===== config.mk =====
export PLATFORM = sky130hd
export DESIGN_NAME = hazard_control
export DESIGN_NICKNAME = d
export VERILOG_FILES = /design/src/rtl/rv32i_types.sv /design/src/rtl/hazard_perf_counters.sv /design/src/rtl/hazard_control.sv
export SDC_FILE = /design/constraint.sdc
export NUM_CORES = 1
export LEC_CHECK = 0
export CAP_MARGIN = 5
export CORE_AREA = 2 2 39 41
export CTS_CLUSTER_SIZE = 30
export DETAILED_ROUTE_END_ITERATION = 10
export DIE_AREA = 0 0 41 43
export DONT_BUFFER_PORTS = 1
export GPL_TIMING_DRIVEN = 0
export PLACE_DENSITY = 0.47
export SLEW_MARGIN = 25
export SYNTH_ARGS = -nofsm -noshare
export SYNTH_HDL_FRONTEND = slang
export SYNTH_HIERARCHICAL = 1
export SYNTH_SLANG_ARGS = --single-unit
export TNS_END_PERCENT = 10

===== constraint.sdc =====
create_clock -name clk -period 1.1 [get_ports clk]
set_input_delay 0 -clock clk [delete_from_list [all_inputs] [get_ports clk]]
set_output_delay 0 -clock clk [all_outputs]
set_load 0.02 [all_outputs]

===== src/rtl/rv32i_types.sv =====
// ============================================================================
// rv32i_types: shared RV32I pipeline types and the hazard controller state.
// Revision: 1.0
// ============================================================================
`default_nettype none

package rv32i_types;

  typedef logic [4:0] rv32i_reg;

  typedef struct packed {
    logic load_regfile;
    logic mem_read;
    logic mem_write;
  } rv32i_control_word;

  typedef enum logic [0:0] {
    RUN      = 1'b0,
    MEM_WAIT = 1'b1
  } hazard_state_t;

  // Saturating increment shared by the performance counters.
  function automatic logic [63:0] sat_inc(input logic [63:0] value, input logic [63:0] max_value);
    sat_inc = (value == max_value) ? value : value + 64'd1;
  endfunction

endpackage

`default_nettype wire


===== src/rtl/hazard_perf_counters.sv =====
// ============================================================================
// hazard_perf_counters: saturating memory-stall, load-use and flush counters.
// Revision: 1.0
// ============================================================================
`default_nettype none

module hazard_perf_counters
  import rv32i_types::*;
#(
  parameter int CNT_W = 32
) (
  input  logic             clk,
  input  logic             rst,
  input  logic             mem_stall,
  input  logic             lu_bubble,
  input  logic             redirect,
  output logic [CNT_W-1:0] stall_mem_cnt,
  output logic [CNT_W-1:0] stall_lu_cnt,
  output logic [CNT_W-1:0] flush_cnt
);

  localparam logic [63:0] CNT_MAX = (CNT_W >= 64) ? {64{1'b1}} : ((64'd1 << CNT_W) - 64'd1);

  always_ff @(posedge clk) begin
    if (rst) begin
      stall_mem_cnt <= '0;
      stall_lu_cnt  <= '0;
      flush_cnt     <= '0;
    end else begin
      if (mem_stall) stall_mem_cnt <= CNT_W'(sat_inc(64'(stall_mem_cnt), CNT_MAX));
      if (lu_bubble) stall_lu_cnt  <= CNT_W'(sat_inc(64'(stall_lu_cnt), CNT_MAX));
      if (redirect)  flush_cnt     <= CNT_W'(sat_inc(64'(flush_cnt), CNT_MAX));
    end
  end

endmodule

`default_nettype wire


===== src/rtl/hazard_control.sv =====
// ============================================================================
// hazard_control: pipeline stall/flush controller for the 5-stage RV32I core.
// Optional counters enabled by defining HAZARD_PERF_CNT_EN.
// Revision: 1.0
// ============================================================================
`default_nettype none

module hazard_control
  import rv32i_types::*;
#(
  parameter int CNT_W = 32
) (
  input  logic              clk,
  input  logic              rst,
  input  rv32i_reg          if_id_rs1_out,
  input  rv32i_reg          if_id_rs2_out,
  input  rv32i_reg          id_ex_rd_out,
  input  rv32i_control_word id_ex_ctrl_out,
  input  rv32i_control_word ex_mem_ctrl_out,
  input  logic              br_taken_ex,
  input  logic              icache_read,
  input  logic              icache_resp,
  input  logic              dcache_resp,
  output logic              load_pc,
  output logic              load_if_id,
  output logic              load_id_ex,
  output logic              load_ex_mem,
  output logic              load_mem_wb,
  output logic              flush_if_id,
  output logic              flush_id_ex,
  output logic              imem_capture,
  output logic              dmem_capture
`ifdef HAZARD_PERF_CNT_EN
  ,
  output logic [CNT_W-1:0]  stall_mem_cnt,
  output logic [CNT_W-1:0]  stall_lu_cnt,
  output logic [CNT_W-1:0]  flush_cnt
`endif
);

  hazard_state_t state;
  logic          i_done;
  logic          d_done;
  logic          dreq;
  logic          i_pend;
  logic          d_pend;
  logic          mem_busy;
  logic          load_use;
  logic          unused_ctrl;

  assign dreq     = ex_mem_ctrl_out.mem_read | ex_mem_ctrl_out.mem_write;
  assign i_pend   = icache_read & ~icache_resp & ~i_done;
  assign d_pend   = dreq & ~dcache_resp & ~d_done;
  assign mem_busy = i_pend | d_pend;
  assign load_use = id_ex_ctrl_out.mem_read & id_ex_ctrl_out.load_regfile &
                    (id_ex_rd_out != 5'd0) &
                    ((id_ex_rd_out == if_id_rs1_out) | (id_ex_rd_out == if_id_rs2_out));

  assign unused_ctrl = ^{id_ex_ctrl_out.mem_write, ex_mem_ctrl_out.load_regfile};

  // Done flags remember a response that beat the other side's response.
  always_ff @(posedge clk) begin
    if (rst) begin
      state  <= RUN;
      i_done <= 1'b0;
      d_done <= 1'b0;
    end else if (mem_busy) begin
      state <= MEM_WAIT;
      if (icache_resp) i_done <= 1'b1;
      if (dcache_resp) d_done <= 1'b1;
    end else if (state == MEM_WAIT) begin
      state  <= RUN;
      i_done <= 1'b0;
      d_done <= 1'b0;
    end
  end

  always_comb begin
    load_pc      = 1'b1;
    load_if_id   = 1'b1;
    load_id_ex   = 1'b1;
    load_ex_mem  = 1'b1;
    load_mem_wb  = 1'b1;
    flush_if_id  = 1'b0;
    flush_id_ex  = 1'b0;
    imem_capture = icache_resp & ~rst;
    dmem_capture = dcache_resp & ~rst;
    if (rst || mem_busy) begin
      load_pc     = 1'b0;
      load_if_id  = 1'b0;
      load_id_ex  = 1'b0;
      load_ex_mem = 1'b0;
      load_mem_wb = 1'b0;
      flush_if_id = rst;
      flush_id_ex = rst;
    end else if (br_taken_ex) begin
      flush_if_id = 1'b1;
      flush_id_ex = 1'b1;
    end else if (load_use) begin
      load_pc     = 1'b0;
      load_if_id  = 1'b0;
      flush_id_ex = 1'b1;
    end
  end

`ifdef HAZARD_PERF_CNT_EN
  hazard_perf_counters #(
    .CNT_W (CNT_W)
  ) u_perf (
    .clk           (clk),
    .rst           (rst),
    .mem_stall     (mem_busy),
    .lu_bubble     (load_use & ~mem_busy & ~br_taken_ex),
    .redirect      (br_taken_ex & ~mem_busy),
    .stall_mem_cnt (stall_mem_cnt),
    .stall_lu_cnt  (stall_lu_cnt),
    .flush_cnt     (flush_cnt)
  );
`else
  localparam int unused_cnt_w = CNT_W;
`endif

endmodule

`default_nettype wire


==> flow_metrics.env <==
export IMPL_clk_insertion_delay_late_ns=0.23
export IMPL_sequential_cell_area_sq_um=62.6
export IMPL_ctsHtreeMaxLevel=1
export IMPL_dp_cells=61
export IMPL_synth_net_count=72
export IMPL_detail_route_wl_per_cell_um=11.3
export IMPL_gr_usage_met2_pct=14.4
export IMPL_crit_path_top_delay_cell="sky130_fd_sc_hd__dfxtp_2"
export IMPL_yosys_area_share_simple_pct=25.7
export IMPL_maxSlewViolCount=0
export IMPL_hold_class="in -> reg"
export IMPL_hold_violations=2
export IMPL_count_of_nets_left_with_antenna_violations_after_detail_routing=0
export IMPL_postSynthRegisterBits=3
export IMPL_total_leakage_power_nw=0.188
export IMPL_fin_crit_sh_pct=120
export IMPL_post_route_worst_setup_slack_ns=-0.215
export IMPL_cp_buffers_inverters=1
export IMPL_die_area_sq_um=1760
export IMPL_final_setup_skew_ns=0.0000742
export IMPL_share_of_the_synthesized_area_in_compound_gates_ao_oa_aoi_oai_pct=20.1
export IMPL_drive_above_1_share_pct=40.4
export IMPL_syn_area_sq_um=335
export IMPL_globalRoute_totalOverflow=0
export IMPL_violated_checks="negative hold slack, negative setup slack"
export IMPL_drt_iter0_drc=1
export IMPL_synth_sequential_area_ratio_pct=17.9
export IMPL_diodes=0
export IMPL_fin_crit_ns=1.32
export IMPL_io_buffers=0
export IMPL_drt_pass1_iter_count=2
export IMPL_avgViaCountPerCell=4.69
export IMPL_p_switching_w=0.000149
export IMPL_clock_sink_count=3
export IMPL_cap_violations=0
export IMPL_dpl_instance_area_sq_um=392
export IMPL_dieWidth_um=41
export IMPL_total_power_w=0.000484
export IMPL_layout_cells_most_common="sky130_fd_sc_hd__xor2_1"
export IMPL_synth_top_family_by_area="XOR/XNOR gates"
export IMPL_switching_share_pct=30.8
export IMPL_vias=319
export IMPL_worst_slew_pin_slew_ns=0.395
export IMPL_hold_ws_ns=-0.0912
export IMPL_detailedPlacementHpwl_um=626
export IMPL_max_clock_freq_ghz=0.760
export IMPL_synth_area_per_cell_sq_um=7.45
export IMPL_outcome="finished, violations left"
export IMPL_remaining_drc_errors=0
export IMPL_initial_core_utilization_pct=24.2
export IMPL_cp_top_family="simple AND/OR/NAND/NOR gates"
export IMPL_clockBufferDepth=2
export IMPL_intPower_w=0.000335
export IMPL_crit_chain="nor2_2 -> and2_4 -> or2_4 -> nor2_4 -> buf_6"
export IMPL_grt_pass1_wl_um=1020
export IMPL_worst_setup_hold_path_clk_slew_ns=0.04
export IMPL_critPathMaxFanout=3
export IMPL_fillers=156
export IMPL_cts_root_buf="sky130_fd_sc_hd__clkbuf_4"
export IMPL_preCtsSetupSlack_ns=-0.0820
export IMPL_ctsHoldBuffers=2
export IMPL_syn_instance_count=45
export IMPL_global_placer_s_final_weighted_congestion=0.597
export IMPL_global_route_usage_met1_pct=8.33
export IMPL_yosys_cell_types_count=18
export IMPL_pwr_share_clk_pct=39.5
export IMPL_cts_inserted_buffers=3
export IMPL_p_seq_share_pct=25.0
export IMPL_setup_worst_path_start_class="flip-flop"
export IMPL_multi_input_area_sq_um=300
export IMPL_power_ir_vdd_worst_uv=660
export IMPL_grt_start_max_net_pins=7
export IMPL_cts_tree="built"
export IMPL_synth_adder_area_share_pct=0
export IMPL_synth_xor_area_share_pct=26.1
export IMPL_first_global_vias=273
export IMPL_p_per_area_nw_per_um2=1000
export IMPL_rsz0062_at_grt="yes"
export IMPL_postRouteWirelength_um=771
export IMPL_final_instance_count_excl_fill=68
export IMPL_floorplan_rows=14
export IMPL_endpoint_kind="primary output"
export IMPL_grt_busiest_layer="met2"
export IMPL_grt_usage_pct=8.73
export IMPL_die_h_um=43
export IMPL_setup_worst_path_class="reg -> out"
export IMPL_delay_contributed_by_the_slowest_stage_of_the_critical_path_ns=0.32
export IMPL_fp_coreArea_sq_um=1380
export IMPL_relSlewSlack_pct=73.6
export IMPL_yosys_warnings=6
export IMPL_cp_data_required_time_ns=1.10
export IMPL_antenna_violations_before_repair=0
export IMPL_nets=80
export IMPL_final_design_area_no_fill_sq_um=482
export IMPL_comb_power_share_pct=35.5
export IMPL_area_growth_synth_to_final_pct=43.7
export IMPL_synthMuxAreaShare_pct=0
export IMPL_grt_met3_usage_pct=3.14
export IMPL_critical_path_arrival_ns=1.32
export IMPL_i_o_pin_count=36
export IMPL_endpoints_failing_setup=6
export IMPL_layout_cells_most_common_list="sky130_fd_sc_hd__xor2_1, sky130_fd_sc_hd__nor2_1, sky130_fd_sc_hd__buf_6, sky130_fd_sc_hd__clkbuf_4"
-- sequential cells by signal (all words and copies together) (netlist names) --
| register | flops |
|---|---|
| d_done | 1 |
| state | 1 |
| i_done | 1 |
-- stage by stage --
step           utilization (%)  setup TNS, ns
2_1_floorplan                -        -0.0353
3_3_place_gp              28.3         -0.428
3_5_place_dp              28.3         -0.366
4_1_cts                   33.7          -1.37
5_1_grt                   34.8          -1.26
6_report                  34.8         -0.851
-- synth_stat cells --
cell type | number | area share (%)
sky130_fd_sc_hd__o21ai_0 | 2 | 3.0
sky130_fd_sc_hd__or2_0 | 2 | 3.7
sky130_fd_sc_hd__nor3_1 | 2 | 3.0
sky130_fd_sc_hd__o211ai_2 | 1 | 3.7
sky130_fd_sc_hd__o311a_1 | 1 | 3.0
sky130_fd_sc_hd__nand2_1 | 2 | 2.2
sky130_fd_sc_hd__and2_1 | 1 | 1.9
sky130_fd_sc_hd__nor2_1 | 5 | 5.6
sky130_fd_sc_hd__xor2_1 | 10 | 26
sky130_fd_sc_hd__nor3b_1 | 1 | 2.2
sky130_fd_sc_hd__a21oi_1 | 4 | 6.0
sky130_fd_sc_hd__o31ai_1 | 1 | 2.2
sky130_fd_sc_hd__a22oi_1 | 1 | 2.2
sky130_fd_sc_hd__or4_4 | 1 | 3.4
sky130_fd_sc_hd__dfxtp_1 | 3 | 18
sky130_fd_sc_hd__buf_4 | 3 | 6.7
sky130_fd_sc_hd__inv_1 | 3 | 3.4
sky130_fd_sc_hd__nor2b_1 | 2 | 3.7
-- routing by layer --
metal | wire length [um] | vias to the layer above
met5 | 0 | -
met4 | 17 | 0
met3 | 95 | 2
met2 | 360 | 20
met1 | 298 | 134
li1 | - | 163
-- cells by family after synthesis --
| family | after synthesis |
|---|---|
| and+or+nand+nor | 16 |
| AOI/OAI and AO/OA | 10 |
| xor gates and xnor gates | 10 |
| buffers and inverters | 6 |
| DFF | 3 |
-- worst paths after layout --
path | startpoint | endpoint | slack [ns] | cells after the start
max | d_done$_SDFFE_PP0P_ | load_id_ex | -0.22 | 5
min | icache_resp | i_done$_SDFFE_PP0P_ | -0.09 | 2
max reg2reg | d_done$_SDFFE_PP0P_ | i_done$_SDFFE_PP0P_ | 0.15 | 5
min reg2reg | d_done$_SDFFE_PP0P_ | d_done$_SDFFE_PP0P_ | 0.48 | 2
-- power by group through the flow --
stage          combinational (W)  clock [W]  sequential, W
2_1_floorplan           0.000131          0       0.000120
3_3_place_gp            0.000143          0       0.000120
3_5_place_dp            0.000143          0       0.000120
4_1_cts                 0.000167   0.000199       0.000120
5_1_grt                 0.000186   0.000214       0.000122
6_report                0.000172   0.000191       0.000121
-- what timing repair did --
item / 4_1_cts / 5_1_grt
setup buffers: 1 / 0
endpoints found under the hold margin: 3 / 2
pin swaps: 6 / 3
resized for setup: 8 / 4
endpoints found under the setup margin: 7 / 7
-- final cells by class --
class	count	share of cell area, %
inverter	3	2.34
multi-input combinational	36	62.3
buffer	3	7.01
sequential	3	13.0
clock buffer	4	5.45
tap	16	4.16
timing repair buffer	3	5.71
Power figures use the tool's default switching activity.
